**src/rtl/uart_pkg.sv**
```systemverilog
// Shared definitions for the UART transmit-side frame logic.
package uart_pkg;

  typedef enum logic [2:0] {
    IDLE,
    POP,
    LOAD,
    SEND,
    WAIT
  } state_t;

  localparam logic [7:0] HDR_DEFAULT = 8'hA5;

  // Wide enough to index a frame of up to 8 data characters plus header and checksum.
  localparam int CNT_W = 4;

endpackage

```
**src/rtl/tx_frame_mux.sv**
```systemverilog
// Selects the frame character for a given position: header, a result byte
// (least-significant first) or the running checksum.
module tx_frame_mux
  import uart_pkg::*;
#(
  parameter int              DBIT   = 8,
  parameter int              NBYTES = 2,
  parameter int              HDR_EN = 0,
  parameter logic [DBIT-1:0] HDR    = DBIT'(HDR_DEFAULT),
  parameter int              CHK_EN = 0
) (
  input  logic [NBYTES*DBIT-1:0] shadow,
  input  logic [CNT_W-1:0]       idx,
  input  logic [DBIT-1:0]        chk,
  output logic [DBIT-1:0]        char_out,
  output logic                   is_data
);

  localparam int LEN = NBYTES + HDR_EN + CHK_EN;
  localparam logic [CNT_W-1:0] LAST = CNT_W'(LEN - 1);

  logic [DBIT-1:0] bytes [NBYTES];

  for (genvar gi = 0; gi < NBYTES; gi++) begin : g_byte
    assign bytes[gi] = shadow[gi*DBIT +: DBIT];
  end

  always_comb begin
    char_out = '0;
    is_data  = 1'b0;
    for (int k = 0; k < NBYTES; k++) begin
      if (idx == CNT_W'(k + HDR_EN)) begin
        char_out = bytes[k];
        is_data  = 1'b1;
      end
    end
    if (HDR_EN != 0 && idx == '0) begin
      char_out = HDR;
      is_data  = 1'b0;
    end
    if (CHK_EN != 0 && idx == LAST) begin
      char_out = chk;
      is_data  = 1'b0;
    end
  end

endmodule

```
**src/rtl/tx_frame_interface.sv**
```systemverilog
// Frames an ALU result into a sequence of UART characters, one frame per
// request character popped from the RX FIFO.
module tx_frame_interface
  import uart_pkg::*;
#(
  parameter int              DBIT   = 8,
  parameter int              NBYTES = 2,
  parameter int              HDR_EN = 0,
  parameter logic [DBIT-1:0] HDR    = DBIT'(HDR_DEFAULT),
  parameter int              CHK_EN = 0
) (
  input  logic                   clk,
  input  logic                   reset,
  input  logic                   rx_empty,
  input  logic                   tx_done_tick,
  input  logic [NBYTES*DBIT-1:0] result,
  output logic [DBIT-1:0]        d_in,
  output logic                   tx_start,
  output logic                   rd,
  output logic                   busy,
  output logic                   frame_done
);

  localparam int LEN = NBYTES + HDR_EN + CHK_EN;
  localparam logic [CNT_W-1:0] LAST = CNT_W'(LEN - 1);

  state_t                 state;
  logic [CNT_W-1:0]       idx;
  logic [CNT_W-1:0]       sel;
  logic [NBYTES*DBIT-1:0] shadow;
  logic [DBIT-1:0]        chk;
  logic [DBIT-1:0]        char_sel;
  logic                   char_is_data;

  // The mux looks one character ahead so d_in is registered on the SEND entry edge.
  assign sel = (state == WAIT) ? idx + 1'b1 : '0;

  tx_frame_mux #(
    .DBIT  (DBIT),
    .NBYTES(NBYTES),
    .HDR_EN(HDR_EN),
    .HDR   (HDR),
    .CHK_EN(CHK_EN)
  ) u_mux (
    .shadow  (shadow),
    .idx     (sel),
    .chk     (chk),
    .char_out(char_sel),
    .is_data (char_is_data)
  );

  always_ff @(posedge clk or posedge reset) begin
    if (reset) begin
      state      <= IDLE;
      idx        <= '0;
      shadow     <= '0;
      chk        <= '0;
      d_in       <= '0;
      tx_start   <= 1'b0;
      rd         <= 1'b0;
      busy       <= 1'b0;
      frame_done <= 1'b0;
    end else begin
      rd         <= 1'b0;
      tx_start   <= 1'b0;
      frame_done <= 1'b0;
      case (state)
        IDLE: begin
          if (!rx_empty) begin
            state <= POP;
            rd    <= 1'b1;
            busy  <= 1'b1;
          end
        end
        POP: begin
          // Snapshot, checksum clear and counter load land on the LOAD entry edge
          // so the first character is ready when LOAD hands over to SEND.
          state  <= LOAD;
          shadow <= result;
          chk    <= '0;
          idx    <= '0;
        end
        LOAD: begin
          state    <= SEND;
          tx_start <= 1'b1;
          d_in     <= char_sel;
          if (char_is_data) chk <= chk ^ char_sel;
        end
        SEND: begin
          state <= WAIT;
        end
        WAIT: begin
          if (tx_done_tick) begin
            if (idx == LAST) begin
              state      <= IDLE;
              busy       <= 1'b0;
              frame_done <= 1'b1;
            end else begin
              state    <= SEND;
              idx      <= sel;
              tx_start <= 1'b1;
              d_in     <= char_sel;
              if (char_is_data) chk <= chk ^ char_sel;
            end
          end
        end
        default: begin
          state <= IDLE;
          busy  <= 1'b0;
        end
      endcase
    end
  end

endmodule
```
**config.mk**
```make
export PLATFORM = sky130hd
export DESIGN_NAME = tx_frame_interface
export DESIGN_NICKNAME = d
export VERILOG_FILES = /design/src/rtl/uart_pkg.sv /design/src/rtl/tx_frame_mux.sv /design/src/rtl/tx_frame_interface.sv
export SDC_FILE = /design/constraint.sdc
export NUM_CORES = 1
export LEC_CHECK = 0
export ABC_AREA = 1
export CAP_MARGIN = 20
export CORE_MARGIN = 10
export CORE_UTILIZATION = 48
export CTS_BUF_LIST = sky130_fd_sc_hd__clkbuf_2 sky130_fd_sc_hd__clkbuf_4 sky130_fd_sc_hd__clkbuf_8
export CTS_CLUSTER_DIAMETER = 200
export DETAILED_ROUTE_END_ITERATION = 6
export PLACE_DENSITY = 0.8
export SKIP_LAST_GASP = 1
export SYNTH_ARGS = -nofsm -noshare
export SYNTH_HDL_FRONTEND = slang
export SYNTH_SLANG_ARGS = --single-unit
```
**constraint.sdc**
```tcl
create_clock -name clk -period 1.3 [get_ports clk]
set_input_delay 0.13 -clock clk [delete_from_list [all_inputs] [get_ports clk]]
set_output_delay 0.13 -clock clk [all_outputs]
set_load 0.005 [all_outputs]
```
==> impl_metrics.tcl <==
set metrics [dict create \
    dieHeight_um 78.62 \
    relSlewSlack_pct 75.04 \
    place_ws_ns -0.1002 \
    drc 0 \
    port_buffers 31 \
    crit_fanout 8 \
    reg2reg_to "d_in[2]$_DFFE_PP0P_" \
    cts_max_level 2 \
    worst-path-buf-inv 1 \
    syn-num-nets 220 \
    rsz0062_at_grt "true" \
    place_congestion 0.8075 \
    initial_core_util_pct 49.42 \
    finalSetupViolations 33 \
    areaGrowthSynthToFinish_pct 65.02 \
    cts.sinks 35 \
    cap_violations 0 \
    die_area_um2 6180 \
    routed_wl_um 5856 \
    status "complete, but fails checks" \
    vias 1741 \
    cts_hold_buf 0 \
    antenna_found_initial 0 \
    ys.flop_type "dfrtp_1" \
    cp.required_ns 1.58 \
    synth_top_area_share_pct 53.11 \
    grt_use_met3_pct 4.442 \
    fp.dieW_um 78.62 \
    postSynthAreaPerCell_um2 8.329 \
    power.leakage_nw 1.358 \
    wl_per_cell_um 18.71 \
    netlist.top_cell.by_area "dfrtp_1" \
    holdCritPathClass "in -> async" \
    synth_area_um2 1649 \
    first_pass_iters 4 \
    layout-drive-gt1-share_pct 39.70 \
    setup_ws_ns -0.2834 \
    dp_hpwl_um 2804 \
    synthTopCellsByArea "dfrtp_1 (53%), nand2_1 (21%), nand4_1 (6.4%)" \
    post-route-period-util_pct 121.8 \
    fmax_ghz 0.6315 \
    crit_path_end_kind "register" \
    first_global_vias 1560 \
    ys_ff_latch 35 \
    critPathLaunchType "register" \
    multi_input_area_um2 1003 \
    synth_most_common_cell "nand2_1" \
    async_flop_share_pct 100.0 \
    slowest_stage "dfrtp_1" \
    layout.nets 288 \
    regArea_um2 877.1 \
    grt_max_degree 31 \
    p_per_area_nw_per_um2 2573 \
    tightest_slew_ns 0.3732 \
    seq_area_frac_synth_pct 53.11 \
    crit_chain "buf_4 > nand4_1 > nand3_4 > nand4_1 > nand2_1 > nand2_1 > nand2_1" \
    synth.distinct_cells 22 \
    path_delay_family "simple AND/OR/NAND/NOR gates" \
    reg2reg_depth 7 \
    pin_count 32 \
    detail-route-antenna-nets 0 \
    via_per_inst 5.562 \
    clockBufferDepth 2 \
    total_power_mw 7.001 \
    num_rows 21 \
    synth_edf_count 0 \
    grt_use_met2_pct 24.67 \
    diodes 0 \
    cp_slowest_stage_delay_ns 0.45 \
    fillers 205 \
    timing.final.crit_period_ns 1.583 \
    clock_skew_ns 0.008646 \
    syn_inst 198 \
    failed_checks "negative setup slack" \
    r2r_setup_slack_ns -0.28 \
    hold_viol_final 0 \
    critPathKind "reg -> reg" \
    synth.top_cells.by_count "nand2_1 (92), dfrtp_1 (35), nand4_1 (17)" \
    drt_iter0_drc 181 \
    vdd_drop_max_uv 1560 \
    drv_slew 0 \
    arrival_ns 1.87 \
    cts-buffers-inserted 5 \
    cts.clk_slew.worst_paths_ns 0.11 \
    cts_root_buffer "clkbuf_4" \
    core_area_um2 3337 \
    track_usage_pct 14.62 \
    regToRegStartpoint "idx[1]$_DFFE_PP0P_" \
    grt_busiest_layer "met2" \
    grt_pass1_wl_um 7307 \
    yosys_warnings 0 \
    grt_overflow 0 \
    cts_tree "yes" \
    met1_usage_pct 15.92 \
    crit_top_cell "nand2_1" \
    clk_latency_ns 0.34 \
]
## kinds of logic (layout without fill, tap and decap cells)
| family | after synthesis | count (layout) | share of synthesized area (%) |
|---|---|---|---|
| AND/OR/NAND/NOR | 134 | 136 | 37.86 |
| flip-flops | 35 | 35 | 53.11 |
| buffers and inverters | 21 | 88 | 5.463 |
| AO/OA/AOI/OAI | 6 | 6 | 2.048 |
| adder cells (fa/ha/maj) | 2 | 2 | 1.517 |
## cell type report
class / instances / area share, %
multi-input combinational: 144 / 36.87
clock buffer: 8 / 2.667
inverter: 17 / 2.529
timing repair buffer: 63 / 23.59
tap: 46 / 2.115
sequential: 35 / 32.23
## power by group
part           internal (mW)  total (mW)  switching (mW)
clock network          0.339       0.711           0.372
registers               1.60        2.11           0.512
logic                   1.89        4.18            2.28
## layer usage
layer	wire length [um]	share of wire (%)	up-vias
met4	250	4.3	0
met1	2204	38	849
met5	0	0	-
met2	2991	51	88
li1	-	-	778
met3	409	7.0	26
## worst register-to-register path, stage by stage (launching register included)
cell and delay, ns:
dfrtp_1 0.45, buf_4 0.16, nand4_1 0.31, nand3_4 0.25, nand4_1 0.15, nand2_1 0.11
nand2_1 0.05, nand2_1 0.05
## through the flow
stage                      TNS, ns  utilization, %  hold WS [ns]  cells  cell area [um^2]
after CTS                  -0.9329           71.84       0.01466    306              2397
after floorplan           -0.03301               -        0.2078    198              1675
after global placement     -0.2712           64.08        0.3921    286              2138
after detailed placement   -0.6719           64.08        0.3878    286              2138
final                       -5.343           81.55       0.01967    313              2721
after global routing        -6.879           81.55       0.03436    313              2721
## flip-flops by register name, indices dropped and copies added, names as in the netlist
| register | flops |
|---|---|
| busy | 1 |
| d_in | 8 |
| frame_done | 1 |
| idx | 4 |
| rd | 1 |
| shadow | 16 |
| state | 3 |
| tx_start | 1 |
## placed cells by master, fill, tap and decap left out
master           netlist  layout
buf_4                  1      19
nand3_2                1       3
clkbuf_4               0       6
ha_4                   0       1
a21oi_1                3       1
clkdlybuf4s50_1        0      19
nand2_2                3      17
nand3_1                8       4
dfrtp_2                0       1
nand2_1               92      62
ha_2                   0       1
buf_12                 0       5
nor4_2                 0       1
nor2_2                 1       1
a21oi_2                0       2
o21ai_1                0       1
inv_2                  5       7
o21ai_4                0       2
nand4_1               17      17
inv_4                  0       2
nor3_4                 1       1
nand2_4                1      15
nor2_4                 0       4
nand3_4                1       5
dfrtp_1               35      34
inv_1                 12       8
nor2_1                 7       3
clkbuf_8               0       2
dlygate4sd2_1          0      12
nand2_8                0       2
nor2_8                 1       1
clkbuf_16              0       1
buf_6                  1       7
## repair_timing
action	CTS	global route
buffers inserted	10	6
pin swaps	15	16
endpoints found under the setup margin	23	33
gates cloned	2	1
resized for setup	30	69
## how the worst max path moves through the flow
| stage | start | end | slack, ns | depth (start not counted) |
|---|---|---|---|---|
| global route | idx[1]$_DFFE_PP0P_ | d_in[5]$_DFFE_PP0P_ | -0.31 | 8 |
| detailed placement | idx[0]$_DFFE_PP0P_ | d_in[5]$_DFFE_PP0P_ | -0.10 | 7 |
| CTS | idx[0]$_DFFE_PP0P_ | d_in[5]$_DFFE_PP0P_ | -0.12 | 7 |
| floorplan | state[1]$_DFFE_PP0P_ | d_in[7]$_DFFE_PP0P_ | -0.008 | 9 |
| finish | idx[1]$_DFFE_PP0P_ | d_in[2]$_DFFE_PP0P_ | -0.28 | 7 |
| global placement | idx[1]$_DFFE_PP0P_ | busy$_DFFE_PP0P_ | -0.04 | 9 |
Power figures use the tool's default switching activity.
